--- src/rtl/booth_mul_8bit.sv ---
// Sequential signed 8x8 radix-2 Booth multiplier with a 16-bit product.
// Each iteration runs one add/subtract/pass step through a cla_8bit adder.

module cla_8bit (
    input  logic [7:0] a,
    input  logic [7:0] b,
    input  logic       cin,
    output logic [7:0] sum,
    output logic       cout
);
    logic [7:0] g;
    logic [7:0] p;
    logic [8:0] c;

    // Carry into bit n, expanded as a flat sum of generate/propagate products.
    function automatic logic lookahead(input logic [7:0] gv, input logic [7:0] pv,
                                       input logic c0, input int n);
        logic r;
        logic pp;
        r  = 1'b0;
        pp = 1'b1;
        for (int j = 7; j >= 0; j--) begin
            if (j < n) begin
                r  = r | (pp & gv[j]);
                pp = pp & pv[j];
            end
        end
        return r | (pp & c0);
    endfunction

    assign g    = a & b;
    assign p    = a ^ b;
    assign c[0] = cin;

    for (genvar i = 1; i <= 8; i++) begin : g_carry
        assign c[i] = lookahead(g, p, cin, i);
    end

    assign sum  = p ^ c[7:0];
    assign cout = c[8];
endmodule

module booth_mul_8bit (
    input  logic        clk,
    input  logic        rst_n,
    input  logic        start,
    input  logic [7:0]  a,
    input  logic [7:0]  b,
    output logic        busy,
    output logic        done,
    output logic [15:0] product
);
    typedef enum logic {IDLE, CALC} state_t;

    state_t      state_q;
    logic [7:0]  m_q;
    logic [7:0]  acc_q;
    logic [7:0]  q_q;
    logic        q1_q;
    logic [2:0]  cnt_q;
    logic        busy_q;
    logic        done_q;
    logic [15:0] product_q;

    logic [7:0]  add_b;
    logic        add_cin;
    logic [7:0]  add_sum;
    logic        add_cout;
    logic        s8;
    logic [7:0]  acc_d;
    logic [7:0]  q_d;

    always_comb begin
        add_b   = 8'h00;
        add_cin = 1'b0;
        case ({q_q[0], q1_q})
            2'b01: begin
                add_b   = m_q;
                add_cin = 1'b0;
            end
            2'b10: begin
                add_b   = ~m_q;
                add_cin = 1'b1;
            end
            default: begin
                add_b   = 8'h00;
                add_cin = 1'b0;
            end
        endcase
    end

    cla_8bit u_cla (
        .a    (acc_q),
        .b    (add_b),
        .cin  (add_cin),
        .sum  (add_sum),
        .cout (add_cout)
    );

    // Ninth sum bit of the sign-extended add; needed when M = -128.
    assign s8    = acc_q[7] ^ add_b[7] ^ add_cout;
    assign acc_d = {s8, add_sum[7:1]};
    assign q_d   = {add_sum[0], q_q[7:1]};

    always_ff @(posedge clk) begin
        if (!rst_n) begin
            state_q   <= IDLE;
            m_q       <= 8'h00;
            acc_q     <= 8'h00;
            q_q       <= 8'h00;
            q1_q      <= 1'b0;
            cnt_q     <= 3'd0;
            busy_q    <= 1'b0;
            done_q    <= 1'b0;
            product_q <= 16'h0000;
        end else begin
            done_q <= 1'b0;
            case (state_q)
                IDLE: begin
                    if (start) begin
                        m_q     <= a;
                        acc_q   <= 8'h00;
                        q_q     <= b;
                        q1_q    <= 1'b0;
                        cnt_q   <= 3'd0;
                        busy_q  <= 1'b1;
                        state_q <= CALC;
                    end
                end
                CALC: begin
                    acc_q <= acc_d;
                    q_q   <= q_d;
                    q1_q  <= q_q[0];
                    cnt_q <= cnt_q + 3'd1;
                    if (cnt_q == 3'd7) begin
                        product_q <= {acc_d, q_d};
                        done_q    <= 1'b1;
                        busy_q    <= 1'b0;
                        state_q   <= IDLE;
                    end
                end
                default: state_q <= IDLE;
            endcase
        end
    end

    assign busy    = busy_q;
    assign done    = done_q;
    assign product = product_q;
endmodule

--- config.mk ---
export PLATFORM = sky130hd
export DESIGN_NAME = booth_mul_8bit
export DESIGN_NICKNAME = d
export VERILOG_FILES = /design/src/rtl/booth_mul_8bit.sv
export SDC_FILE = /design/constraint.sdc
export NUM_CORES = 1
export LEC_CHECK = 0
export ABC_AREA = 1
export CAP_MARGIN = 0
export CORE_ASPECT_RATIO = 1.2
export CORE_MARGIN = 2
export CORE_UTILIZATION = 50
export CTS_CLUSTER_SIZE = 10
export DETAILED_ROUTE_END_ITERATION = 6
export GPL_ROUTABILITY_DRIVEN = 0
export PLACE_DENSITY = 0.75
export SYNTH_ARGS = -nofsm -noshare
export SYNTH_HDL_FRONTEND = slang
export SYNTH_HIERARCHICAL = 1
export SYNTH_SLANG_ARGS = --single-unit
--- constraint.sdc ---
create_clock -name clk -period 3.3 [get_ports clk]
set_input_delay 0.66 -clock clk [delete_from_list [all_inputs] [get_ports clk]]
set_output_delay 0.66 -clock clk [all_outputs]
set_load 0.02 [all_outputs]
==> qor.txt, run 1 <==
Router iterations before antenna repair: 5
Biggest area consumer among synthesized cells: dfxtp_1
Fraction of layout cells with a size suffix above 1: 7.30%
Seq. cell area: 941 um2
Synth top area cells: dfxtp_1 (41%), nand2_1 (16%), ha_1 (6.0%)
Max_cap viols: 0
Via density: 4.95
Finish-stage setup viols: 0
Final net count: 386
Grt ovf: 0
Primary FF master, synth: dfxtp_1
Synth-to-Final Area Change: 19.9%
F_max: 414 MHz
Fill count: 431
Worst vdd ir: 308 uV
WL per Instance: 11.7 um
Ys async rst share: 0%
Worst Setup Start Kind: flop
Total wire length: 4850 um
Clk_lat worst skew: 300 ps
GRT met3 Usage: 4.44%
TritonCTS Buffers: 5
Met1 Usage GRT: 23.5%
Setup CP Type: reg2reg
I/O pin total: 37
Critical path, cell by cell: inv_1 -> nor2_2 -> nor2_1 -> a21oi_1 -> ha_1 -> nand2_2 -> nor2_2 -> nand3_2 -> nand2_2 -> nand2_2 -> nand2_2 -> nand2_1 -> nand2_1 -> inv_1 -> nand2_1 -> nand2_1 -> inv_1 -> nand2_1 -> nand2_1 -> nand2_1 -> a21oi_1
Multi-input logic area: 1140 um2
Vias in the first global route: 1917
Vias: 2051
Commonest cells in the netlist: nand2_1 (99), dfxtp_1 (47), inv_1 (35)
GR Util met2: 37.2%
Crit path top cell by count: nand2_1
CP Capture Type: flop
Tightest Hold Check Type: reg2reg
Avg Cell Area, Syn: 7.17 um2
Warnings, synthesis: 6
CTS clock-pin slew for the worst setup and hold paths: 90 ps
Setup WS pre-CTS: 908 ps
Worst path buffer plus inverter count: 3
Area share of the largest cell type after synthesis: 40.9%
Clock root cell: clkbuf_8
Post_cts resized: 0
RSZ-0062 raised after global routing: false
Status: complete, no violations
Top-count cell post-synth: nand2_1
Detail Route Antenna Nets: 0
H-Tree Depth: 2
Fin. Hold Viols: 0
# diodes: 0
Final worst slack: 887 ps
Worst-path fanout max: 10
Number of flops mapped to enable cells by yosys: 0
Postcts setup bufs: 0
Synth Net Count: 352
Setup TNS: 0 ps
Leak: 1.29 nW
DRC viols: 0
Worst Tran Pin Value: 498 ps
Final Cycle Share: 73.1%
Starting Density: 50.9%
Most Crowded Layer GR: met2
Seq cells post-synth: 47
Pins Over Slew Limit: 0
Netlist cell types: 27
Overall Global Routing Usage: 20.5%
Synth Instances: 321
CTS tree: yes
Initial antenna violation count: 0
CTS Sinks: 47
1st-iter DRT viols: 86
Post-synthesis sequential area ratio: 40.9%
Critical path's slowest cell: dfxtp_1
Clock Tree Buf Depth: 2
PD cells: 411 nW/um2
Die area: 5170 um2
Shortest period the worst path allows: 2410 ps
Chip Width: 65.9 um
Delay-heaviest family, CP: simple AND/OR/NAND/NOR gates
CP Data Arrival Time: 2580 ps
First-pass GRT wire length: 8300 um
Slew HR: 66.8%
Mapped cell area: 2300 um2
CP Data Required Time: 3470 ps
Core ar.: 4530 um2
CP peak stage delay: 350 ps
Post-DP HPWL: 3580 um
Die Ht: 78.3 um
Row count: 27
Maximum number of pins on one net before global-route repair: 35
Hold_buf cts: 0
Port bufs: 36
Util after Layout: 61.0%
Final Skew: 3.79 ps
[cells in the final DEF, fill, tap and decap left out, drive strengths merged, types with 2 or more instances in the layout]
master	instances
a21oi	22
a22oi	2
buf	2
clkbuf	5
clkdlybuf4s50	36
clkinv	2
dfxtp	47
ha	11
inv	38
nand2	107
nand3	27
nor2	34
o21ai	13
o221ai	3
xor2	3
[cell families after synthesis]
group,after synthesis,synth area share [%]
adders and majority gates,12,6.85
xor gates and xnor gates,4,1.52
buffers and inverters,48,9.40
DFF,47,40.9
and+or+nand+nor,170,31.8
AOI/OAI and AO/OA,40,9.57
[final timing paths]
kind                                               from                       to  slack, ps  cells past startpoint
worst min register to register  product[9]$_SDFFE_PN0P_  product[9]$_SDFFE_PN0P_        470                      2
worst min-delay path            product[9]$_SDFFE_PN0P_  product[9]$_SDFFE_PN0P_        470                      2
worst max register to register      q_q[0]$_SDFFE_PN0P_    acc_q[7]$_SDFFE_PN0P_        890                     21
worst max-delay path                q_q[0]$_SDFFE_PN0P_    acc_q[7]$_SDFFE_PN0P_        890                     21
[area by class of cell]
class	count	area share (%)
clock inverter	3	0.680
sequential	47	34.1
inverter	37	5.03
tap	58	2.63
clock buffer	5	2.49
multi-input combinational	226	41.5
timing repair buffer	38	13.6
[registers in the layout, summed over array words and instances (netlist names)]
| signal | flops |
|---|---|
| q_q | 8 |
| product | 16 |
| m_q | 8 |
| busy | 1 |
| q1_q | 1 |
| state_q | 1 |
| cnt_q | 3 |
| done | 1 |
| acc_q | 8 |
[worst register-to-register path: stages (launching register included)]
cell     delay, ps
dfxtp_1        350
inv_1           90
nor2_2         310
nor2_1          70
a21oi_1        190
ha_1           300
nand2_2        100
nor2_2          40
nand3_2         80
nand2_2         60
nand2_2         70
nand2_2         50
nand2_1         60
nand2_1         60
inv_1           60
nand2_1         40
nand2_1         80
inv_1           40
nand2_1         60
nand2_1         60
nand2_1         60
a21oi_1         50
[per-layer routing]
metal  routed length [um]  part of all wire, %  vias to the layer above
met5                    0                    0                        -
met4                   44                 0.91                        0
met3                  161                  3.3                        5
met2                 2520                   52                       36
met1                 2120                   44                      936
li1                     -                    -                     1074
[report_power, final]
group          internal, mW  switching, mW
registers             0.590         0.0174
logic                0.0725          0.107
clock network         0.149          0.199
[metrics by stage]
step | total power [mW] | hold slack, ps | instance area (um2) | instances
after floorplan | 0.746 | 432 | 2300 | 321
after global placement | 0.795 | 453 | 2670 | 406
after detailed placement | 0.800 | 462 | 2670 | 406
after CTS | 1.15 | 478 | 2760 | 414
after global routing | 1.20 | 498 | 2760 | 414
final | 1.14 | 474 | 2760 | 414
No activity file was read; power rests on OpenSTA's default activity.
==> inputs of run 2 (changes only) <==
==> constraint.sdc (replaced) <==
create_clock -name clk -period 2.4 [get_ports clk]
set_input_delay 0.48 -clock clk [delete_from_list [all_inputs] [get_ports clk]]
set_output_delay 0.48 -clock clk [all_outputs]
set_load 0.02 [all_outputs]
==> run 2 against run 1 <==
  * Final cell count grew 1.2%
  * Critical endpoint unchanged
  * Highest routed layer unchanged
  * Critical path type unchanged
  * Sequential cell count is the same
  * Global-route usage shrank 0.20 points
  * Sequential share of layout area shrank 0.64 points
  * Largest power group unchanged
  * Count of clock-buffer cells in the layout is the same
  * First-iteration DRC count grew 24%
  * Worst setup slack lost 700 ps
  * Final area grew 2.2%
==> qor.txt, run 2 (synthesis gave the netlist of run 1 again) <==
Worst-path fanout max: 8 (was 10)
Pins Over Slew Limit: 0 (unchanged)
Worst Tran Pin Value: 495 ps (was 498 ps)
Hold_buf cts: 0 (unchanged)
Vias: 2092 (was 2051)
WL per Instance: 11.7 um (about the same)
F_max: 452 MHz (was 414 MHz)
Leak: 1.32 nW (was 1.29 nW)
WHS: 470 ps (was 474 ps)
Finish-stage setup viols: 0 (unchanged)
DRC viols: 0 (unchanged)
Switching Share: 28.1% (was 28.5%)
Pint: 1.12 mW (was 0.812 mW)
Chip Width: 65.9 um (unchanged)
Max reg flops: 16 (unchanged)
Die Ht: 78.3 um (unchanged)
I/O pin total: 37 (unchanged)
Reg-to-reg endpoint: acc_q[7]$_SDFFE_PN0P_ (unchanged)
Fraction of layout cells with a size suffix above 1: 10.5% (was 7.30%)
CTS tree: yes (unchanged)
Total power: 1.56 mW (was 1.14 mW)
Core ar.: 4530 um2 (unchanged)
Max_cap viols: 0 (unchanged)
CP Data Required Time: 2570 ps (was 3470 ps)
R2r setup slk: 190 ps (was 890 ps)
Tightest Hold Check Type: reg2reg (unchanged)
Overall Global Routing Usage: 20.3% (was 20.5%)
Worst Setup Start Kind: flop (unchanged)
Final Cycle Share: 92.1% (was 73.1%)
Critical path's slowest cell: dfxtp_2 (was dfxtp_1)
Multi-input logic area: 1160 um2 (was 1140 um2)
Final Skew: 5.29 ps (was 3.79 ps)
Worst Hold Depth: 2 (unchanged)
Clk_lat worst skew: 300 ps (about the same)
1st-iter DRT viols: 107 (was 86)
CP Data Arrival Time: 2380 ps (was 2580 ps)
H-Tree Depth: 2 (unchanged)
Clock root cell: clkbuf_8 (unchanged)
Combinational share of power: 17.0% (was 15.8%)
Maximum number of pins on one net before global-route repair: 35 (unchanged)
Initial antenna violation count: 0 (unchanged)
Slew HR: 67.0% (was 66.8%)
Setup WS pre-CTS: 53.3 ps (was 908 ps)
Status: complete, no violations (unchanged)
Critical path, cell by cell: inv_2 -> nor2_4 -> nor2_1 -> a21oi_1 -> ha_2 -> nand2_2 -> o21ai_1 -> inv_1 -> nand2_2 -> nand2_2 -> nand2_2 -> nand2_1 -> nand2_1 -> inv_1 -> nand2_1 -> nand2_1 -> inv_1 -> nand2_1 -> nand2_1 -> nand2_1 -> a21oi_1 (was inv_1 -> nor2_2 -> nor2_1 -> a21oi_1 -> ha_1 -> nand2_2 -> nor2_2 -> nand3_2 -> nand2_2 -> nand2_2 -> nand2_2 -> nand2_1 -> nand2_1 -> inv_1 -> nand2_1 -> nand2_1 -> inv_1 -> nand2_1 -> nand2_1 -> nand2_1 -> a21oi_1)
Final worst slack: 188 ps (was 887 ps)
Worst R2R Start: q_q[0]$_SDFFE_PN0P_ (unchanged)
Vias in the first global route: 1873 (was 1917)
Util after Layout: 62.3% (was 61.0%)
Shortest period the worst path allows: 2210 ps (was 2410 ps)
Starting Density: 50.9% (unchanged)
CP Capture Type: flop (unchanged)
Synth-to-Final Area Change: 22.5% (was 19.9%)
PD cells: 554 nW/um2 (was 411 nW/um2)
Worst vdd ir: 360 uV (was 308 uV)
Detail Route Antenna Nets: 0 (unchanged)
Seq. cell area: 943 um2 (was 941 um2)
# diodes: 0 (unchanged)
Crit path top cell by count: nand2_1 (unchanged)
Die area: 5170 um2 (unchanged)
First-pass GRT wire length: 8090 um (was 8300 um)
Flop pwr share: 53.5% (about the same)
Post-DP HPWL: 3560 um (was 3580 um)
Row count: 27 (unchanged)
Clock Tree Buf Depth: 2 (unchanged)
TritonCTS Buffers: 5 (unchanged)
Min-Delay Endpoint: product[12]$_SDFFE_PN0P_ (was product[9]$_SDFFE_PN0P_)
Via density: 4.99 (was 4.95)
CTS Sinks: 47 (unchanged)
Port bufs: 36 (unchanged)
Fill count: 439 (was 431)
Setup CP Type: reg2reg (unchanged)
Most frequent cells in the layout: nand2_1 (98), dfxtp_1 (45), clkdlybuf4s50_1 (36) (was nand2_1 (99), dfxtp_1 (47), clkdlybuf4s50_1 (36))
CTS clock-pin slew for the worst setup and hold paths: 80 ps (was 90 ps)
Psw: 0.439 mW (was 0.323 mW)
Fin. Hold Viols: 0 (unchanged)
FF-to-FF path depth: 21 (unchanged)
CP peak stage delay: 340 ps (was 350 ps)
Total wire length: 4900 um (was 4850 um)
Final net count: 392 (was 386)
Clock share of power: 29.5% (was 30.7%)
Grt ovf: 0 (unchanged)
Commonest non-fill, non-tap cell in the layout: nand2_1 (unchanged)
Worst Hold Launch: product[12]$_SDFFE_PN0P_ (was product[9]$_SDFFE_PN0P_)
Router iterations before antenna repair: 4 (was 5)
run 2: worst max-delay path, delay by kind of cell, from the launching register on:
kind / cells / cell delay, ps
AOI/OAI and AO/OA: 3 / 280
adders and majority gates: 1 / 310
buffers and inverters: 4 / 220
DFF: 1 / 340
and+or+nand+nor: 13 / 930
run 2: power groups by stage:
| stage | combinational, mW | sequential [mW] | clock (mW) |
|---|---|---|---|
| 2_1_floorplan | 0.179 | 0.847 | 0 |
| 3_3_place_gp | 0.246 | 0.853 | 0 |
| 3_5_place_dp | 0.251 | 0.853 | 0 |
| 4_1_cts | 0.252 | 0.835 | 0.477 |
| 5_1_grt | 0.301 | 0.841 | 0.504 |
| 6_report | 0.265 | 0.836 | 0.462 |
run 2: repair_timing:
item | in CTS | in global routing
setup buffers | 0 | 4
gates resized for setup | 0 | 8
endpoints found under the setup margin | 0 | 2
run 2: through the flow:
step / setup TNS [ps] / area (um2) / cells
finish: 0 / 2820 / 419
global route: -30.0 / 2820 / 419
CTS: 0 / 2770 / 415
detailed placement: 0 / 2690 / 408
global placement: 0 / 2690 / 408
floorplan: 0 / 2300 / 321
run 2: worst max-delay path by stage:
stage                   startpoint               endpoint  slack [ps]
2_1_floorplan  q_q[0]$_SDFFE_PN0P_  acc_q[7]$_SDFFE_PN0P_         300
3_3_place_gp   q_q[0]$_SDFFE_PN0P_  acc_q[7]$_SDFFE_PN0P_          90
6_report       q_q[0]$_SDFFE_PN0P_  acc_q[7]$_SDFFE_PN0P_         190
4_1_cts        q_q[0]$_SDFFE_PN0P_  acc_q[7]$_SDFFE_PN0P_          30
5_1_grt        q_q[0]$_SDFFE_PN0P_  acc_q[7]$_SDFFE_PN0P_         -20
3_5_place_dp   q_q[0]$_SDFFE_PN0P_  acc_q[7]$_SDFFE_PN0P_          50
run 2: routing by layer:
layer  wire length, um  up-vias  GRT usage [%]
met3               180       10           3.87
met2              2530       38           35.4
met5                 0        -              0
li1                  -     1088              -
met4                94        0           7.96
met1              2090      956           24.2
run 2: area by class of cell:
cell class | instances | share of cell area, %
inverter | 37 | 4.92
tap | 58 | 2.57
timing repair buffer | 44 | 14.9
multi-input combinational | 226 | 41.2
sequential | 47 | 33.5
clock buffer | 5 | 2.44
clock inverter | 2 | 0.488
==> inputs of run 3 (changes only) <==
--- a/config.mk
+++ b/config.mk
@@ -10,6 +10,7 @@
 export CORE_ASPECT_RATIO = 1.2
 export CORE_MARGIN = 2
 export CORE_UTILIZATION = 50
+export CTS_BUF_LIST = sky130_fd_sc_hd__clkbuf_2 sky130_fd_sc_hd__clkbuf_4 sky130_fd_sc_hd__clkbuf_8
 export CTS_CLUSTER_SIZE = 10
 export DETAILED_ROUTE_END_ITERATION = 6
 export GPL_ROUTABILITY_DRIVEN = 0
@@ -18,3 +19,4 @@
 export SYNTH_HDL_FRONTEND = slang
 export SYNTH_HIERARCHICAL = 1
 export SYNTH_SLANG_ARGS = --single-unit
+export TNS_END_PERCENT = 50
==> results of run 3 <==
No change in the layout: final DEF, timing and power equal those of run 2.
